<file path="config.mk">
export PLATFORM = sky130hd
export DESIGN_NAME = rxd_receiver_flat
export DESIGN_NICKNAME = d
export VERILOG_FILES = /design/src/rtl/rxd_receiver_if.sv /design/src/rtl/rxd_receiver.sv /design/src/flat_wrapper.sv
export SDC_FILE = /design/constraint.sdc
export NUM_CORES = 1
export LEC_CHECK = 0
export ABC_AREA = 1
export CELL_PAD_IN_SITES_DETAIL_PLACEMENT = 1
export CELL_PAD_IN_SITES_GLOBAL_PLACEMENT = 1
export CORE_MARGIN = 4
export CORE_UTILIZATION = 43
export CTS_CLUSTER_DIAMETER = 40
export DETAILED_ROUTE_END_ITERATION = 7
export PLACE_DENSITY_LB_ADDON = 0.1
export SLEW_MARGIN = 20
export SYNTH_ARGS = -nofsm -noshare
export SYNTH_HDL_FRONTEND = slang
export SYNTH_SLANG_ARGS = --single-unit
</file>
<file path="constraint.sdc">
create_clock -name clk -period 2.15 [get_ports clk]
set_input_delay 0.43 -clock clk [delete_from_list [all_inputs] [get_ports clk]]
set_output_delay 0.43 -clock clk [all_outputs]
set_load 0.1 [all_outputs]
</file>
<file path="src/rtl/rxd_receiver_if.sv">
// Serial receive bundle: the raw RxD line going in, the recovered byte and status coming out.
interface rxd_receiver_if;
    logic       RxD;
    logic [7:0] RxD_data;
    logic       RxD_data_ready;
    logic       RxD_idle;
    logic       framing_err;

    modport master (
        input  RxD,
        output RxD_data, RxD_data_ready, RxD_idle, framing_err
    );

    modport slave (
        output RxD,
        input  RxD_data, RxD_data_ready, RxD_idle, framing_err
    );
endinterface

</file>
<file path="src/rtl/rxd_receiver.sv">
// 8N1 serial receiver: 16x oversampling, two-flop synchronizer, 3-sample majority vote,
// data/strobe ordered for a downstream stage that latches on the strobe.
module rxd_receiver #(
    parameter int CLK_FREQ   = 50000000,
    parameter int BAUD       = 115200,
    parameter int OVERSAMPLE = 16
) (
    input  logic           clk,
    input  logic           rst,
    rxd_receiver_if.master rx
);
    localparam int DIV = (CLK_FREQ + (BAUD * OVERSAMPLE) / 2) / (BAUD * OVERSAMPLE);
    localparam int TW  = (DIV > 1) ? $clog2(DIV) : 1;
    localparam logic [TW-1:0] TICK_LAST = TW'(DIV - 1);

    typedef enum logic [2:0] {IDLE, START, DATA, STOP, BREAK} state_t;

    state_t        state_q, state_d;
    logic          sync1_q, sync2_q;
    logic [TW-1:0] tickCnt_q;
    logic [3:0]    sampCnt_q;
    logic          vote7_q, vote8_q;
    logic [7:0]    shift_q;
    logic [2:0]    bitIdx_q;
    logic [7:0]    data_q;
    logic          readyPend_q, ready_q;
    logic          ferr_q;

    logic          rxs, tick, startDet, sample9, vote;
    logic [3:0]    sampNext;
    logic          loadData, badStop;

    assign rxs      = sync2_q;
    assign tick     = (tickCnt_q == TICK_LAST);
    assign startDet = tick && (state_q == IDLE) && !rxs;
    // sampNext is the sample number this tick represents
    assign sampNext = startDet ? 4'd0 : sampCnt_q + 4'd1;
    assign sample9  = tick && (sampNext == 4'd9);
    assign vote     = (vote7_q & vote8_q) | (vote7_q & rxs) | (vote8_q & rxs);

    always_ff @(posedge clk or posedge rst) begin
        if (rst) begin
            sync1_q   <= 1'b1;
            sync2_q   <= 1'b1;
            tickCnt_q <= '0;
            sampCnt_q <= 4'd0;
            vote7_q   <= 1'b1;
            vote8_q   <= 1'b1;
        end else begin
            sync1_q   <= rx.RxD;
            sync2_q   <= sync1_q;
            tickCnt_q <= tick ? '0 : tickCnt_q + 1'b1;
            if (tick) begin
                sampCnt_q <= sampNext;
                if (sampNext == 4'd7) vote7_q <= rxs;
                if (sampNext == 4'd8) vote8_q <= rxs;
            end
        end
    end

    always_ff @(posedge clk or posedge rst) begin
        if (rst) state_q <= IDLE;
        else     state_q <= state_d;
    end

    always_comb begin
        state_d  = state_q;
        loadData = 1'b0;
        badStop  = 1'b0;
        case (state_q)
            IDLE:  if (tick && !rxs) state_d = START;
            START: if (sample9) state_d = vote ? IDLE : DATA;
            DATA:  if (sample9 && bitIdx_q == 3'd7) state_d = STOP;
            // leave STOP right at sample 9 so a back-to-back start edge is not missed
            STOP: begin
                if (sample9) begin
                    if (vote) begin
                        loadData = 1'b1;
                        state_d  = IDLE;
                    end else begin
                        badStop  = 1'b1;
                        state_d  = BREAK;
                    end
                end
            end
            BREAK: if (tick && rxs) state_d = IDLE;
            default: state_d = IDLE;
        endcase
    end

    always_ff @(posedge clk or posedge rst) begin
        if (rst) begin
            shift_q  <= 8'h00;
            bitIdx_q <= 3'd0;
        end else if (sample9) begin
            if (state_q == START) begin
                bitIdx_q <= 3'd0;
            end else if (state_q == DATA) begin
                shift_q  <= {vote, shift_q[7:1]};
                bitIdx_q <= bitIdx_q + 3'd1;
            end
        end
    end

    // Data is loaded one clock ahead of the strobe so it is settled when the consumer latches
    always_ff @(posedge clk or posedge rst) begin
        if (rst) begin
            data_q      <= 8'h00;
            readyPend_q <= 1'b0;
            ready_q     <= 1'b0;
            ferr_q      <= 1'b0;
        end else begin
            if (loadData) data_q <= shift_q;
            readyPend_q <= loadData;
            ready_q     <= readyPend_q;
            ferr_q      <= badStop;
        end
    end

    assign rx.RxD_data       = data_q;
    assign rx.RxD_data_ready = ready_q;
    assign rx.RxD_idle       = (state_q == IDLE);
    assign rx.framing_err    = ferr_q;
endmodule

</file>
<file path="src/flat_wrapper.sv">
// flat-port wrapper written by rule: the top's interface ports become plain ports
module rxd_receiver_flat 
#(
    parameter int CLK_FREQ   = 50000000,
    parameter int BAUD       = 115200,
    parameter int OVERSAMPLE = 16
)
  (clk, rst, rx_RxD, rx_RxD_data, rx_RxD_data_ready, rx_RxD_idle, rx_framing_err);
  rxd_receiver_if rx_i ();
  input  logic clk;
  input  logic rst;
  input wire logic [$bits(rx_i.RxD)-1:0] rx_RxD;
  output wire logic [$bits(rx_i.RxD_data)-1:0] rx_RxD_data;
  output wire logic [$bits(rx_i.RxD_data_ready)-1:0] rx_RxD_data_ready;
  output wire logic [$bits(rx_i.RxD_idle)-1:0] rx_RxD_idle;
  output wire logic [$bits(rx_i.framing_err)-1:0] rx_framing_err;
  assign rx_i.RxD = rx_RxD;
  assign rx_RxD_data = rx_i.RxD_data;
  assign rx_RxD_data_ready = rx_i.RxD_data_ready;
  assign rx_RxD_idle = rx_i.RxD_idle;
  assign rx_framing_err = rx_i.framing_err;
  rxd_receiver #(.CLK_FREQ(CLK_FREQ), .BAUD(BAUD), .OVERSAMPLE(OVERSAMPLE)) u_core (.clk(clk), .rst(rst), .rx(rx_i));
endmodule
</file>
==> flow_summary_export.csv <==
group,metric,value,unit
cts,cts.reportedPaths.clkPinSlew,0.08,ns
critical_path,critPathRequiredTime,2.33,ns
grt,vias_in_the_first_global_route,1391,
synthesis,synth_top_flop_cell,"sky130_fd_sc_hd__dfrtp_1",
critical_path,reg2reg_from,"u_core.tickCnt_q[0]",
pwr,overall_power,1826,uW
cts,max-clock-path-buffers,2,
final_layout,layout_commonest_cell,"sky130_fd_sc_hd__nand2_1",
sta,finalSetupViolCount,0,
synthesis,synthTopCellsByArea,"sky130_fd_sc_hd__dfrtp_1 49%, sky130_fd_sc_hd__nand2_1 14%, sky130_fd_sc_hd__dfstp_2 6.0%, sky130_fd_sc_hd__nand3_1 4.9%, sky130_fd_sc_hd__o21ai_0 4.9%",
pwr,worst_ir_drop_vdd,756.9,uV
detailed_routing,routed-via-count,1361,
grt,groute.usage.overall,0.1646,
final_layout,n_antenna_cell,0,
detailed_routing,route.antenna.remaining_nets,0,
synthesis,netlist_area,1744,um2
detailed_routing,dr.pass1.iters,4,
final_layout,number_of_standard_cells_in_the_final_layout_excluding_fillers,267,
sta,fin_crit_sh,0.9066,
synthesis,ys_seq_elements,38,
synthesis,post_synth_inst_count,196,
cts,holdBufCountCts,0,
synthesis,ys.warnings.count,0,
sta,timing.clock.skew,0.009055,ns
cts,htree_num_levels,2,
detailed_routing,detailedRoute.firstIterationViolations,72,
cts,tritoncts_num_sinks,38,
floorplanning,initial_utilization,0.4592,
floorplanning,coreArea,3799,um2
cts,clkLatencyLatePin,0.29,ns
synthesis,synth_largest_area_cell,"sky130_fd_sc_hd__dfrtp_1",
grt,met1_usage,0.2034,
grt,antenna_found_initial,0,
grt,maximum_number_of_pins_on_one_net_before_global_route_repair,26,
synthesis,yosysTopAreaCellShare,0.4878,
placement,port_buffers,13,
sta,timing_max_transition_violations_final,0,
final_layout,share_of_final_layout_standard_cells_stronger_than_drive_strength_1,0.2055,
detailed_routing,route.detailed.wl_per_inst,14.12,um
synthesis,ys_seq_area_frac,0.5481,
floorplanning,rows,22,
grt,most_utilized_layer_in_the_global_route_result,"met2",
floorplanning,io-pin-count,14,
final_layout,fin_nets,226,
placement,dpl.cell_count,257,
critical_path,crit_arrival,2.13,ns
sta,worstMarginPinSlew,0.3992,ns
cts,clk_root_buffer_cell,"sky130_fd_sc_hd__clkbuf_8",
placement,hpwl_after_dpl,2777,um
run,maxCapViolations,0,
grt,grt_first_pass_wirelength,6589,um
outcome,run_status,"finished, final reports clean",
final_layout,layout_stage_area_growth_over_the_synthesis_result,17.93,%
synthesis,mappedNetlistNets,204,
critical_path,critPathKind,"reg2reg",
floorplanning,die-height,71.69,um
sta,maxClockFrequency,513.1,MHz
pwr,pwr_density_cell,887.8,nW/um2
worst_hold_path,hold_path_startpoint,"u_core.sync1_q",
sta,final_hold_slack,0.3583,ns
critical_path,worstSetupEndpointType,"register",
synthesis,number_of_synthesized_flops_with_an_enable_pin,0,
synthesis,syn-mean-instance-area,8.899,um2
critical_path,critical_path.max_fanout,12,
synthesis,synth.distinct_cells,25,
worst_hold_path,hold_path_class,"reg2reg",
cts,cts_buffers,5,
sta,count_of_final_hold_check_violations,0,
pwr,total_leakage_power,0.001115,uW
critical_path,worst_setup_path_startpoint,"u_core.tickCnt_q[0]",
detailed_routing,drc_errors,0,
placement,place.gp.congestion,0.8004,
sta,worst_slew_margin_rel,0.7333,
detailed_routing,vias_per_cell,5.097,
synthesis,synth_async_sr_flop_share,1.000,
final_layout,layout_common_cells,"64 x sky130_fd_sc_hd__nand2_1, 34 x sky130_fd_sc_hd__dfrtp_1, 17 x sky130_fd_sc_hd__nand3_1, 17 x sky130_fd_sc_hd__o21ai_0, 15 x sky130_fd_sc_hd__buf_4",
cts,tritoncts_clock_tree,"yes",
critical_path,critical_path.startpoint_type,"register",
floorplanning,chipWidth,71.69,um
grt,globalRouteOverflowTotal,0,
grt,global_route.usage.met3,0.05049,
detailed_routing,wirelength,3770,um
floorplanning,die-area,5139,um2
grt,global_route.usage.met2,0.2755,
sta,post-route-min-period,1.949,ns
worst paths after layout:
check | cells past startpoint | slack [ns] | endpoint
max reg2reg | 12 | 0.20 | u_core.bitIdx_q[0]
max in group asynchronous | 3 | 1.36 | u_core.bitIdx_q[1]
min | 0 | 0.36 | u_core.rxs
min in group asynchronous | 3 | 0.48 | u_core.tickCnt_q[1]
max | 12 | 0.20 | u_core.bitIdx_q[0]
min reg2reg | 0 | 0.36 | u_core.rxs
power breakdown:
group | internal (uW) | switching (uW) | leakage [uW]
Sequential | 744 | 50.7 | 0.000496
Combinational | 142 | 298 | 0.000561
Clock | 341 | 250 | 0.0000579
Total | 1230 | 599 | 0.00112
flip-flops by register name (all words and copies together), names as in the netlist:
name,flops
u_core.bitIdx_q,3
u_core.readyPend_q,1
u_core.rx.RxD_data,8
u_core.rx.RxD_data_ready,1
u_core.rx.framing_err,1
u_core.rxs,1
u_core.sampCnt_q,4
u_core.shift_q,8
u_core.state_q,3
u_core.sync1_q,1
u_core.tickCnt_q,5
u_core.vote7_q,1
u_core.vote8_q,1
per-layer routing:
metal	part of all wire	up-vias
li1	-	675
met2	0.51	22
met1	0.45	660
met4	0.010	0
met3	0.036	4
met5	0	-
cells by family (layout without fill, tap and decap cells):
family	after synthesis	in the layout	share of synthesized area
buffers and inverters	19	42	0.04735
AOI/OAI and AO/OA	21	21	0.06169
and+or+nand+nor	112	112	0.3020
xor gates and xnor gates	1	1	0.005022
DFF	38	38	0.5481
adders and majority gates	5	5	0.03587
synth_stat cells, types with 2 or more instances:
| cell | n |
|---|---|
| sky130_fd_sc_hd__nor2_1 | 11 |
| sky130_fd_sc_hd__dfstp_2 | 4 |
| sky130_fd_sc_hd__inv_2 | 2 |
| sky130_fd_sc_hd__nand2_1 | 65 |
| sky130_fd_sc_hd__inv_1 | 14 |
| sky130_fd_sc_hd__nor2_2 | 4 |
| sky130_fd_sc_hd__nand3_1 | 17 |
| sky130_fd_sc_hd__a21oi_1 | 3 |
| sky130_fd_sc_hd__nand4_1 | 2 |
| sky130_fd_sc_hd__o21ai_0 | 17 |
| sky130_fd_sc_hd__dfrtp_1 | 34 |
| sky130_fd_sc_hd__nor3_1 | 2 |
| sky130_fd_sc_hd__nand2_2 | 3 |
| sky130_fd_sc_hd__nand2_4 | 3 |
| sky130_fd_sc_hd__ha_1 | 5 |
timing repair:
item                       CTS  global route
setup endpoints to repair    0             6
setup buffers                0             2
resized for setup            0             1
worst max-delay path, cell delays in order (launching register included):
cell and delay, ns:
sky130_fd_sc_hd__dfrtp_1 0.39, sky130_fd_sc_hd__inv_1 0.06, sky130_fd_sc_hd__ha_1 0.24, sky130_fd_sc_hd__nand2_2 0.11, sky130_fd_sc_hd__nor2_4 0.06, sky130_fd_sc_hd__nand3_2 0.14
sky130_fd_sc_hd__nand2_2 0.08, sky130_fd_sc_hd__nor2_2 0.16, sky130_fd_sc_hd__nand2_4 0.14, sky130_fd_sc_hd__inv_2 0.19, sky130_fd_sc_hd__nand2_1 0.13, sky130_fd_sc_hd__nand2_1 0.08
sky130_fd_sc_hd__nand2_1 0.05
cell type report:
type	instances	area, um2
multi-input combinational	139	719.4
clock inverter	3	40.04
clock buffer	5	68.82
tap	48	60.06
inverter	16	60.06
sequential	38	955.9
fill	453	1742
timing repair buffer	18	152.6
per-stage QoR:
stage	instance area [um2]	util	setup slack [ns]	TNS, ns
after floorplan	1757	-	-0.01867	-0.05244
after global placement	1928	0.5076	0.3206	0
after detailed placement	1928	0.5076	0.2001	0
after CTS	2037	0.5362	0.1734	0
after global routing	2057	0.5415	-0.003396	-0.003396
final	2057	0.5415	0.2009	0
(Power assumes the default switching activity.)
